<file path="config.mk">
export PLATFORM = sky130hd
export DESIGN_NAME = instr_stream_encoder
export DESIGN_NICKNAME = d
export VERILOG_FILES = /design/src/rtl/instr_pkg.sv /design/src/rtl/instr_word_pack.sv /design/src/rtl/instr_stream_encoder.sv
export SDC_FILE = /design/constraint.sdc
export NUM_CORES = 1
export LEC_CHECK = 0
export CORE_ASPECT_RATIO = 1.1
export CORE_UTILIZATION = 43
export CTS_BUF_LIST = sky130_fd_sc_hd__clkbuf_4
export DETAILED_ROUTE_END_ITERATION = 8
export PLACE_DENSITY = 0.81
export SYNTH_ARGS = -nofsm -noshare
export SYNTH_HDL_FRONTEND = slang
export SYNTH_SLANG_ARGS = --single-unit
</file>
<file path="constraint.sdc">
create_clock -name Clk -period 2.35 [get_ports Clk]
set_input_delay 0.3525 -clock Clk [delete_from_list [all_inputs] [get_ports Clk]]
set_output_delay 0.3525 -clock Clk [all_outputs]
set_load 0.005 [all_outputs]
</file>
<file path="src/rtl/instr_pkg.sv">
// Shared encodings for the instruction stream encoder: format codes,
// opcodes matching the controller's decode, and encoder FSM states.
package instr_pkg;

    localparam logic [1:0] FMT_R   = 2'b00;
    localparam logic [1:0] FMT_I   = 2'b01;
    localparam logic [1:0] FMT_J   = 2'b10;
    localparam logic [1:0] FMT_RSV = 2'b11;

    localparam logic [5:0] OP_RTYPE  = 6'b000000;
    localparam logic [5:0] OP_REGIMM = 6'b000001;
    localparam logic [5:0] OP_J      = 6'b000010;
    localparam logic [5:0] OP_JAL    = 6'b000011;
    localparam logic [5:0] OP_BEQ    = 6'b000100;
    localparam logic [5:0] OP_BNE    = 6'b000101;
    localparam logic [5:0] OP_BLEZ   = 6'b000110;
    localparam logic [5:0] OP_BGTZ   = 6'b000111;
    localparam logic [5:0] OP_ADDI   = 6'b001000;
    localparam logic [5:0] OP_ANDI   = 6'b001100;
    localparam logic [5:0] OP_ORI    = 6'b001101;
    localparam logic [5:0] OP_XORI   = 6'b001110;
    localparam logic [5:0] OP_LB     = 6'b100000;
    localparam logic [5:0] OP_LH     = 6'b100001;
    localparam logic [5:0] OP_LW     = 6'b100011;
    localparam logic [5:0] OP_SB     = 6'b101000;
    localparam logic [5:0] OP_SH     = 6'b101001;
    localparam logic [5:0] OP_SW     = 6'b101011;

    typedef enum logic [2:0] {
        ST_IDLE   = 3'd0,
        ST_ACCEPT = 3'd1,
        ST_WRITE  = 3'd2,
        ST_FULL   = 3'd3,
        ST_DONE   = 3'd4
    } enc_state_e;

    function automatic logic op_is_known(input logic [5:0] op);
        logic known;
        case (op)
            OP_RTYPE, OP_REGIMM, OP_J, OP_JAL, OP_BEQ, OP_BNE, OP_BLEZ,
            OP_BGTZ, OP_ADDI, OP_ANDI, OP_ORI, OP_XORI, OP_LB, OP_LH,
            OP_LW, OP_SB, OP_SH, OP_SW: known = 1'b1;
            default:                    known = 1'b0;
        endcase
        return known;
    endfunction

endpackage

</file>
<file path="src/rtl/instr_word_pack.sv">
// Combinational packer: builds a 32-bit MIPS word from format and fields.
// With ENCODER_OPCODE_CHECK_EN defined, unknown or format-mismatched opcodes are illegal.
module instr_word_pack
    import instr_pkg::*;
(
    input  logic [1:0]  fmt,
    input  logic [5:0]  op,
    input  logic [4:0]  rs,
    input  logic [4:0]  rt,
    input  logic [4:0]  rd,
    input  logic [4:0]  shamt,
    input  logic [5:0]  funct,
    input  logic [15:0] imm,
    input  logic [25:0] target,
    output logic [31:0] word,
    output logic        legal
);

    always_comb begin
        word  = '0;
        legal = (fmt != FMT_RSV);
        case (fmt)
            FMT_R:   word = {op, rs, rt, rd, shamt, funct};
            FMT_I:   word = {op, rs, rt, imm};
            FMT_J:   word = {op, target};
            default: word = '0;
        endcase
`ifdef ENCODER_OPCODE_CHECK_EN
        if (!op_is_known(op)) begin
            legal = 1'b0;
        end else if (op == OP_RTYPE) begin
            legal = legal && (fmt == FMT_R);
        end else if (op == OP_J || op == OP_JAL) begin
            legal = legal && (fmt == FMT_J);
        end else begin
            legal = legal && (fmt == FMT_I);
        end
`endif
    end

endmodule

</file>
<file path="src/rtl/instr_stream_encoder.sv">
// Accepts instruction-field beats and writes packed words into instruction memory.
// Optional opcode legality checking is enabled by defining ENCODER_OPCODE_CHECK_EN.
module instr_stream_encoder
    import instr_pkg::*;
#(
    parameter int ADDR_W    = 8,
    parameter int BASE_ADDR = 0
) (
    input  logic              Clk,
    input  logic              Rst,
    input  logic              Start,
    input  logic              Finish,
    input  logic              InValid,
    output logic              InReady,
    input  logic [1:0]        Fmt,
    input  logic [5:0]        Op,
    input  logic [4:0]        Rs,
    input  logic [4:0]        Rt,
    input  logic [4:0]        Rd,
    input  logic [4:0]        Shamt,
    input  logic [5:0]        Funct,
    input  logic [15:0]       Imm,
    input  logic [25:0]       Target,
    output logic              ImemWrEn,
    output logic [ADDR_W-1:0] ImemAddr,
    output logic [31:0]       ImemWrData,
    output logic              Busy,
    output logic              Done,
    output logic [ADDR_W:0]   Count,
    output logic              Error
);

    localparam logic [ADDR_W-1:0] BASE_PTR  = ADDR_W'(BASE_ADDR);
    localparam logic [ADDR_W-1:0] LAST_PTR  = {ADDR_W{1'b1}};
    localparam logic [ADDR_W:0]   COUNT_MAX = {1'b1, {ADDR_W{1'b0}}};

    enc_state_e        state_q, state_d;
    logic [ADDR_W-1:0] ptr_q, ptr_d;
    logic [ADDR_W:0]   count_q, count_d;
    logic              error_q, error_d;
    logic              finish_pend_q, finish_pend_d;
    logic              wr_en_q, wr_en_d;
    logic [31:0]       wr_data_q, wr_data_d;
    logic              in_ready_q, in_ready_d;
    logic              busy_q, busy_d;
    logic              done_q, done_d;

    logic [31:0]       packed_word;
    logic              packed_legal;

    instr_word_pack u_pack (
        .fmt    (Fmt),
        .op     (Op),
        .rs     (Rs),
        .rt     (Rt),
        .rd     (Rd),
        .shamt  (Shamt),
        .funct  (Funct),
        .imm    (Imm),
        .target (Target),
        .word   (packed_word),
        .legal  (packed_legal)
    );

    always_comb begin
        state_d       = state_q;
        ptr_d         = ptr_q;
        count_d       = count_q;
        error_d       = error_q;
        finish_pend_d = finish_pend_q;
        wr_en_d       = 1'b0;
        wr_data_d     = wr_data_q;

        case (state_q)
            ST_IDLE: begin
                if (Start) begin
                    state_d       = ST_ACCEPT;
                    ptr_d         = BASE_PTR;
                    count_d       = '0;
                    error_d       = 1'b0;
                    finish_pend_d = 1'b0;
                end
            end
            ST_ACCEPT: begin
                if (InValid) begin
                    finish_pend_d = finish_pend_q | Finish;
                    if (packed_legal) begin
                        state_d   = ST_WRITE;
                        wr_en_d   = 1'b1;
                        wr_data_d = packed_word;
                        count_d   = (count_q == COUNT_MAX) ? count_q : count_q + 1'b1;
                    end else begin
                        error_d = 1'b1;
                    end
                end else if (Finish || finish_pend_q) begin
                    state_d = ST_DONE;
                end
            end
            ST_WRITE: begin
                // The word is on the bus this cycle; decide where the session goes next.
                finish_pend_d = finish_pend_q | Finish;
                if (ptr_q == LAST_PTR) begin
                    state_d = ST_FULL;
                end else begin
                    ptr_d   = ptr_q + 1'b1;
                    state_d = finish_pend_d ? ST_DONE : ST_ACCEPT;
                end
            end
            ST_FULL: begin
                if (InValid) begin
                    error_d = 1'b1;
                end
                if (Finish || finish_pend_q) begin
                    state_d = ST_DONE;
                end
            end
            ST_DONE: begin
                state_d       = ST_IDLE;
                finish_pend_d = 1'b0;
            end
            default: begin
                state_d = ST_IDLE;
            end
        endcase

        in_ready_d = (state_d == ST_ACCEPT);
        busy_d     = (state_d == ST_ACCEPT) || (state_d == ST_WRITE) || (state_d == ST_FULL);
        done_d     = (state_d == ST_DONE);
    end

    always_ff @(posedge Clk or negedge Rst) begin
        if (!Rst) begin
            state_q       <= ST_IDLE;
            ptr_q         <= BASE_PTR;
            count_q       <= '0;
            error_q       <= 1'b0;
            finish_pend_q <= 1'b0;
            wr_en_q       <= 1'b0;
            wr_data_q     <= '0;
            in_ready_q    <= 1'b0;
            busy_q        <= 1'b0;
            done_q        <= 1'b0;
        end else begin
            state_q       <= state_d;
            ptr_q         <= ptr_d;
            count_q       <= count_d;
            error_q       <= error_d;
            finish_pend_q <= finish_pend_d;
            wr_en_q       <= wr_en_d;
            wr_data_q     <= wr_data_d;
            in_ready_q    <= in_ready_d;
            busy_q        <= busy_d;
            done_q        <= done_d;
        end
    end

    assign InReady    = in_ready_q;
    assign ImemWrEn   = wr_en_q;
    assign ImemAddr   = ptr_q;
    assign ImemWrData = wr_data_q;
    assign Busy       = busy_q;
    assign Done       = done_q;
    assign Count      = count_q;
    assign Error      = error_q;

endmodule

</file>
== After elaboration in Yosys (flattened, before gate mapping) ==
Cells that the tools add are included.

* Register bits after elaboration: 58
* Bits of input ports: 81
* Output and inout port bits: 54
* Word-level logic and storage cells: 73

* $add $sub $neg: 2
* Equal/unequal tests: 20
* Multiplexer cells: 26
* Bitwise gates (word level): 1
* Reduce and logical (&&, ||, !) cells: 14

{| class="wikitable"
|+ Operator list
! operator !! count
|-
| case mux 32 bit (3 select lines) || 1
|-
| two-way mux 9 bit || 4
|-
| two-way mux 3 bit || 6
|-
| case mux 9 bit (2 select lines) || 1
|-
| two-way mux 8 bit || 2
|-
| != test 2 bit, second input constant || 8
|-
| case mux 8 bit (2 select lines) || 1
|-
| equality test 3 x 2 -> 1 bit, second input constant || 4
|-
| case mux 3 bit (4 select lines) || 1
|-
| AND reduction 5 bit || 2
|-
| adder 9 x 1 -> 9 bit, second input constant || 1
|-
| equality test 9 bit, second input constant || 1
|-
| AND reduction 3 bit || 3
|-
| adder 8 x 1 -> 8 bit, second input constant || 1
|-
| equality test 8 bit, second input constant || 1
|-
| two-way mux 1 bit || 8
|-
| equality test 3 x 1 -> 1 bit, second input constant || 2
|-
| equality test 3 bit, second input constant || 2
|-
| case mux 1 bit (4 select lines) || 1
|-
| nonzero test 2 bit || 2
|-
| nonzero test 4 bit || 1
|-
| logical NOT 3 bit || 1
|-
| logical OR 1 bit || 3
|-
| case mux 1 bit (3 select lines) || 1
|-
| other kinds (5) || 5
|}

== Depth between registers and ports, before layout ==
* Depth in word-level cells: 7
* Mapped depth: 6
* Gate-level depth less buffers: 6

== Modules after synthesis ==
A second synthesis with hierarchy kept.

* Cell total of the unflattened synthesis: 330
* Area total of the unflattened synthesis: 3,046.7 um^2

{| class="wikitable"
|+ Modules (own cells, without submodules)
! module !! instances !! cells an instance !! area an instance (um^2) !! seq. area each (um^2)
|-
| instr_stream_encoder || 1 || 272 || 2,532.4 || 1,451.4
|-
| instr_word_pack || 1 || 58 || 514.2 || 0.0
|}

== Worst setup path before layout ==
OpenSTA, ideal clock, no wires.

* Kind: flip-flop to flip-flop
* Start: reg ptr_q[0] (netlist: ImemAddr[0])
* End: reg ptr_q[0] (netlist: ImemAddr[0])
* Library setup time: 0.125 ns
* Arrival: 1.743 ns
* Required time: 2.225 ns
* Setup slack: 0.482 ns
* Cell stages (with the launch flop): 7
* Buffers on the path: 1
* Clock period less this slack: 1.868 ns
* Path through: dfrtp_1 -> ha_1 -> and3_1 -> and3_4 -> buf_6 -> or4_4 -> mux2_4

* Word-level cells in the longest chain between the ends: 3
* Elaborated cells between the ends (all ways): 6
* Those cells by class: add/sub: 1; eq/ne: 2; mux: 2; reduce/logical: 1

{| class="wikitable"
|+ Ends and longest elaborated chain
! item !! RTL line !! RTL
|-
| start, declared || instr_stream_encoder.sv:38 || <nowiki>logic [ADDR_W-1:0] ptr_q, ptr_d;</nowiki>
|-
| start signal, assigned || instr_stream_encoder.sv:145 || <nowiki>ptr_q <= ptr_d;</nowiki>
|-
| adder 8 x 1 -> 8 bit or equality test 8 bit (tied branches) || instr_stream_encoder.sv:105, instr_stream_encoder.sv:102 ||
|-
| two-way mux 8 bit or != test 2 bit (tied branches) || -- ||
|-
| case mux 8 bit (2 select lines) or AND reduction 3 bit (tied branches) || -- ||
|}

Several ways; a longest one is shown, not always the timed one. The select of a mux whose other input is x is not followed.
A chain may end at the register's enable or synchronous reset.

== Final worst setup path ==
* Start: reg state_q[1]
* End: reg ptr_q[7] (netlist: ImemAddr[7])

* Word-level cells in the longest chain between the ends: 3
* Elaborated cells between the ends (all ways): 7
* Those cells by class: eq/ne: 3; mux: 1; reduce/logical: 3

{| class="wikitable"
|+ Ends and longest elaborated chain
! item !! RTL line !! RTL
|-
| start, declared || instr_stream_encoder.sv:37 || <nowiki>enc_state_e state_q, state_d;</nowiki>
|-
| start signal, assigned || instr_stream_encoder.sv:144 || <nowiki>state_q <= state_d;</nowiki>
|-
| equality test 3 x 2 -> 1 bit or logical NOT 3 bit (tied branches) || instr_stream_encoder.sv:74 || <nowiki>case (state_q)</nowiki>
|-
| != test 2 bit (no line) or nonzero test 2 bit (tied branches) || -- ||
|-
| AND reduction 3 bit (no line) || -- ||
|}

Several ways; a longest one is shown, not always the timed one.

==> key figures <==
Logic synthesis
  • Mux share of post-synthesis cell area: 0.0868
  • Biggest area contributors in the synthesized netlist: dfrtp_1 48%, a21oi_1 11%, mux2i_1 6.0%
  • Avg Synthesized Cell Area: ~9.4 um2
  • Sequential share of the synthesized area: 0.480
  • Count of state elements after synthesis: a little under 60
  • Largest area contributor in the netlist: dfrtp_1
  • Largest family of logic cells by synthesized area: simple AND/OR/NAND/NOR gates
  • Adder and majority cell fraction of the synthesized area: 0.0124
  • Synthesized netlist cell count: between 300 and 400
  • Compound-gate portion of the synthesized area: 0.176
  • Number of warnings reported in the yosys synthesis log: 0
  • Synthesized net count: just over 400
  • Number of library cell types mapped by synthesis: 45
  • Synth Area in Simple Gates: 0.205
  • Post-synth top area share: 0.480
  • Synthesized-area fraction occupied by xor and xnor cells: 0
  • Post-synthesis instance area: about 0.0030 mm2

STA
  • Transition time of the tightest slew-check pin: approximately 1.0 ns
  • Hold violation total from the final report: 0
  • Minimum clock period after layout: between 1.5 and 2 ns
  • Unrepaired setup endpoints after global routing: no
  • Clock tree skew after final layout: ~0.017 ns
  • Highest attainable clock frequency: 0.524 GHz
  • Setup TNS: 0 ns
  • Final worst-path cycle share: 0.812
  • Max-slew violation count: 0
  • Setup violations, final: 0
  • Crit path setup slack, layout: approximately 0.44 ns
  • Relative slew margins: 0.308

Setup path
  • Startpoint of the most critical setup path: state_q[1]
  • Maximum cell stage delay along the critical path: between 0.6 and 0.7 ns
  • Capturing element type of the critical path: register
  • R2R Path Start: state_q[1]
  • Sequence of cells on the critical path: nor2_1, nand4b_1, or4_1, a21oi_1
  • Number of cell instances on the worst register-to-register path: 4
  • Arrival time of data at the critical path endpoint: around 2.2 ns
  • Critical path start-end classification: register to register
  • Reg-to-reg critical path endpoint: ImemAddr[7]
  • Max stage delay cell, worst path: dfrtp_1
  • Required time of the critical path: 2.66 ns
  • End point of the critical path: ImemAddr[7]
  • Max Fanout on Critical Path: 14
  • Startpoint types: register
  • Worst R2R Setup Slack: approximately 0.44 ns

Finish
  • Number of filler instances in the final layout: ~530
  • Final design instance area without fill: between 0.004 and 0.005 mm2
  • # nets final: between 500 and 600
  • Seq. cell area: between 0.001 and 0.0015 mm2
  • Footprint of the multi-input gates: around 0.0015 mm2
  • Antenna cell count: 0
  • Layout-stage area growth over the synthesis result: 50.8%
  • Most common cell after layout, fill and taps aside: clkdlybuf4s50_1
  • Fraction of final layout cells sized beyond drive strength 1: 0.0868
  • Leading cell types in the layout, fill and taps excluded: 133 x clkdlybuf4s50_1, 67 x a21oi_1, 58 x dfrtp_1

Die
  • FP Rows: 31
  • Horizontal die dimension: 82.0 um
  • Top-level port count: between 100 and 150
  • Effective utilization at floorplan: 0.451
  • Standard cell core area: about 0.0067 mm2
  • Die outline area: between 0.007 and 0.008 mm2
  • Vertical die dimension: between 80 and 90 um

Power and ir drop
  • Internal power: around 2700 uW
  • Maximum vdd ir drop: 0.000507 V
  • Net switching component of the power: between 1000 and 1500 uW
  • Share of total power in sequential cells: 0.410
  • Proportion of power drawn by the clock network: 0.150
  • Combinational Power Share: 0.440
  • Switching part of the total power: 0.336
  • P per Cell Area: ~880 mW/mm2
  • Leakage power of the design: 0.00186 uW

GRT
  • Met2 track utilization from global routing: 0.392
  • Global routing met3 resource utilization: 0.0843
  • Antenna violations before repair: 0
  • GRT Max-Usage Layer: met2
  • Overflow after GRT: 0
  • Maximum number of pins on one net before global-route repair: 35
  • Global-route met1 utilization: 0.283
  • Global-route wire length before repair: about 14000 um
  • Vias in the first global route: around 3000
  • Aggregate global-route resource usage: 0.242

Clock network
  • Later-pin clock latency in the skew report: 0.40 ns
  • Clock Path Buffers: 2
  • TritonCTS clock tree: yes
  • Post-cts hold buffer count: 1
  • Number of setup buffers added after CTS: 0
  • Number of sinks on the clock net: between 50 and 60
  • Clock transition at path regs: 0.10 ns
  • Quantity of gates resized following cts: 0
  • Cell chosen for the clock root: clkbuf_4
  • Total CTS buffers: 9
  • Max H-tree Level: 3

Placement
  • Routability cong.: 0.783
  • HPWL after DPL: around 6300 um
  • Port Buffers: about 130
  • Worst-case setup slack after placement: approximately 0.11 ns
  • Placed Area: around 0.0044 mm2

Routing
  • TritonRoute pass-1 iters: 4
  • Number of vias in the routed layout: 2936
  • Number of violations reported at the end of detailed-routing iteration 0: between 150 and 200
  • Routed Antenna Nets: 0
  • Number of design rule violations left after detail routing: 0
  • Detailed Route WL: 8450 um
  • Number of vias per cell: 5.41
  • Wire length per cell after detailed routing: 15.6 um

Worst hold path
  • Hold Path Class: input port to asynchronous set/reset pin

Run
  • Max_cap viols: 0

Status
  • Result of the run: finished, final reports clean
-- synthesized netlist by cell type, drive strengths merged --
| cell type | count |
|---|---|
| o21ai | 8 |
| nand4 | 1 |
| nand4b | 2 |
| mux2 | 7 |
| and2 | 1 |
| buf | 10 |
| a31oi | 1 |
| o31a | 1 |
| dfrtp | 58 |
| and4b | 1 |
| a21oi | 67 |
| nor4b | 1 |
| and3 | 2 |
| a22oi | 1 |
| a32o | 1 |
| and4 | 4 |
| ha | 3 |
| or4 | 11 |
| o21a | 1 |
| clkbuf | 11 |
| or3 | 2 |
| nand3b | 2 |
| nor3 | 4 |
| o22ai | 1 |
| nand3 | 4 |
| nor2b | 13 |
| inv | 5 |
| a32oi | 1 |
| a211oi | 1 |
| nor4 | 2 |
| o31ai | 10 |
| mux2i | 18 |
| nand2b | 4 |
| o21bai | 1 |
| nor2 | 49 |
| a22o | 1 |
| nand2 | 12 |
-- worst min path at each step --
stage | depth (start not counted) | to | from
floorplan | 0 | Busy | Rst
global placement | 1 | Count[3] | Rst
detailed placement | 1 | Count[3] | Rst
CTS | 2 | Count[3] | Rst
global route | 2 | Count[3] | Rst
finish | 2 | Count[3] | Rst
-- stage by stage --
stage	power [uW]	utilization	hold slack [ns]	std cells
after global routing	4320	0.680	0.511	543
after global placement	3390	0.663	0.387	526
after floorplan	2370	-	0.0569	322
after CTS	4060	0.680	0.486	543
final	4030	0.680	0.484	543
after detailed placement	3450	0.663	0.396	526
-- cells by family (layout without fill, tap and decap cells) --
logic type | count (synthesis) | count (layout)
compound gates | 95 | 95
fa+ha+maj | 3 | 3
buf+inv | 26 | 165
flops | 58 | 58
mux | 25 | 25
simple gates | 115 | 115
-- power by group through the flow --
stage	clock, uW	combinational (uW)	sequential (uW)
2_1_floorplan	0	747	1620
3_3_place_gp	0	1740	1650
3_5_place_dp	0	1780	1670
4_1_cts	618	1790	1650
5_1_grt	672	1950	1700
6_report	605	1770	1650
-- layout make-up --
type / instances / area share
multi-input combinational: 238 / 0.319
sequential: 58 / 0.318
timing repair buffer: 144 / 0.313
tap: 82 / 0.0225
clock buffer: 12 / 0.0197
clock inverter: 4 / 0.00411
inverter: 5 / 0.00411
-- sequential cells by signal (all words and copies together), names as in the netlist, 3 cells and up --
| name | cells |
|---|---|
| Count | 9 |
| ImemAddr | 8 |
| ImemWrData | 32 |
| state_q | 3 |
-- worst max-delay path: cells and delay by family, from the launching register on --
family / cells / cell delay [ns]
AOI/OAI and AO/OA: 1 / 0.16
DFF: 1 / 0.65
and+or+nand+nor: 3 / 1.01
-- routing by layer --
metal,vias up,wire (um)
li1,1432,-
met1,1394,3420
met2,95,4180
met3,15,673
met4,0,178
met5,-,0
(Power assumes the default switching activity.)
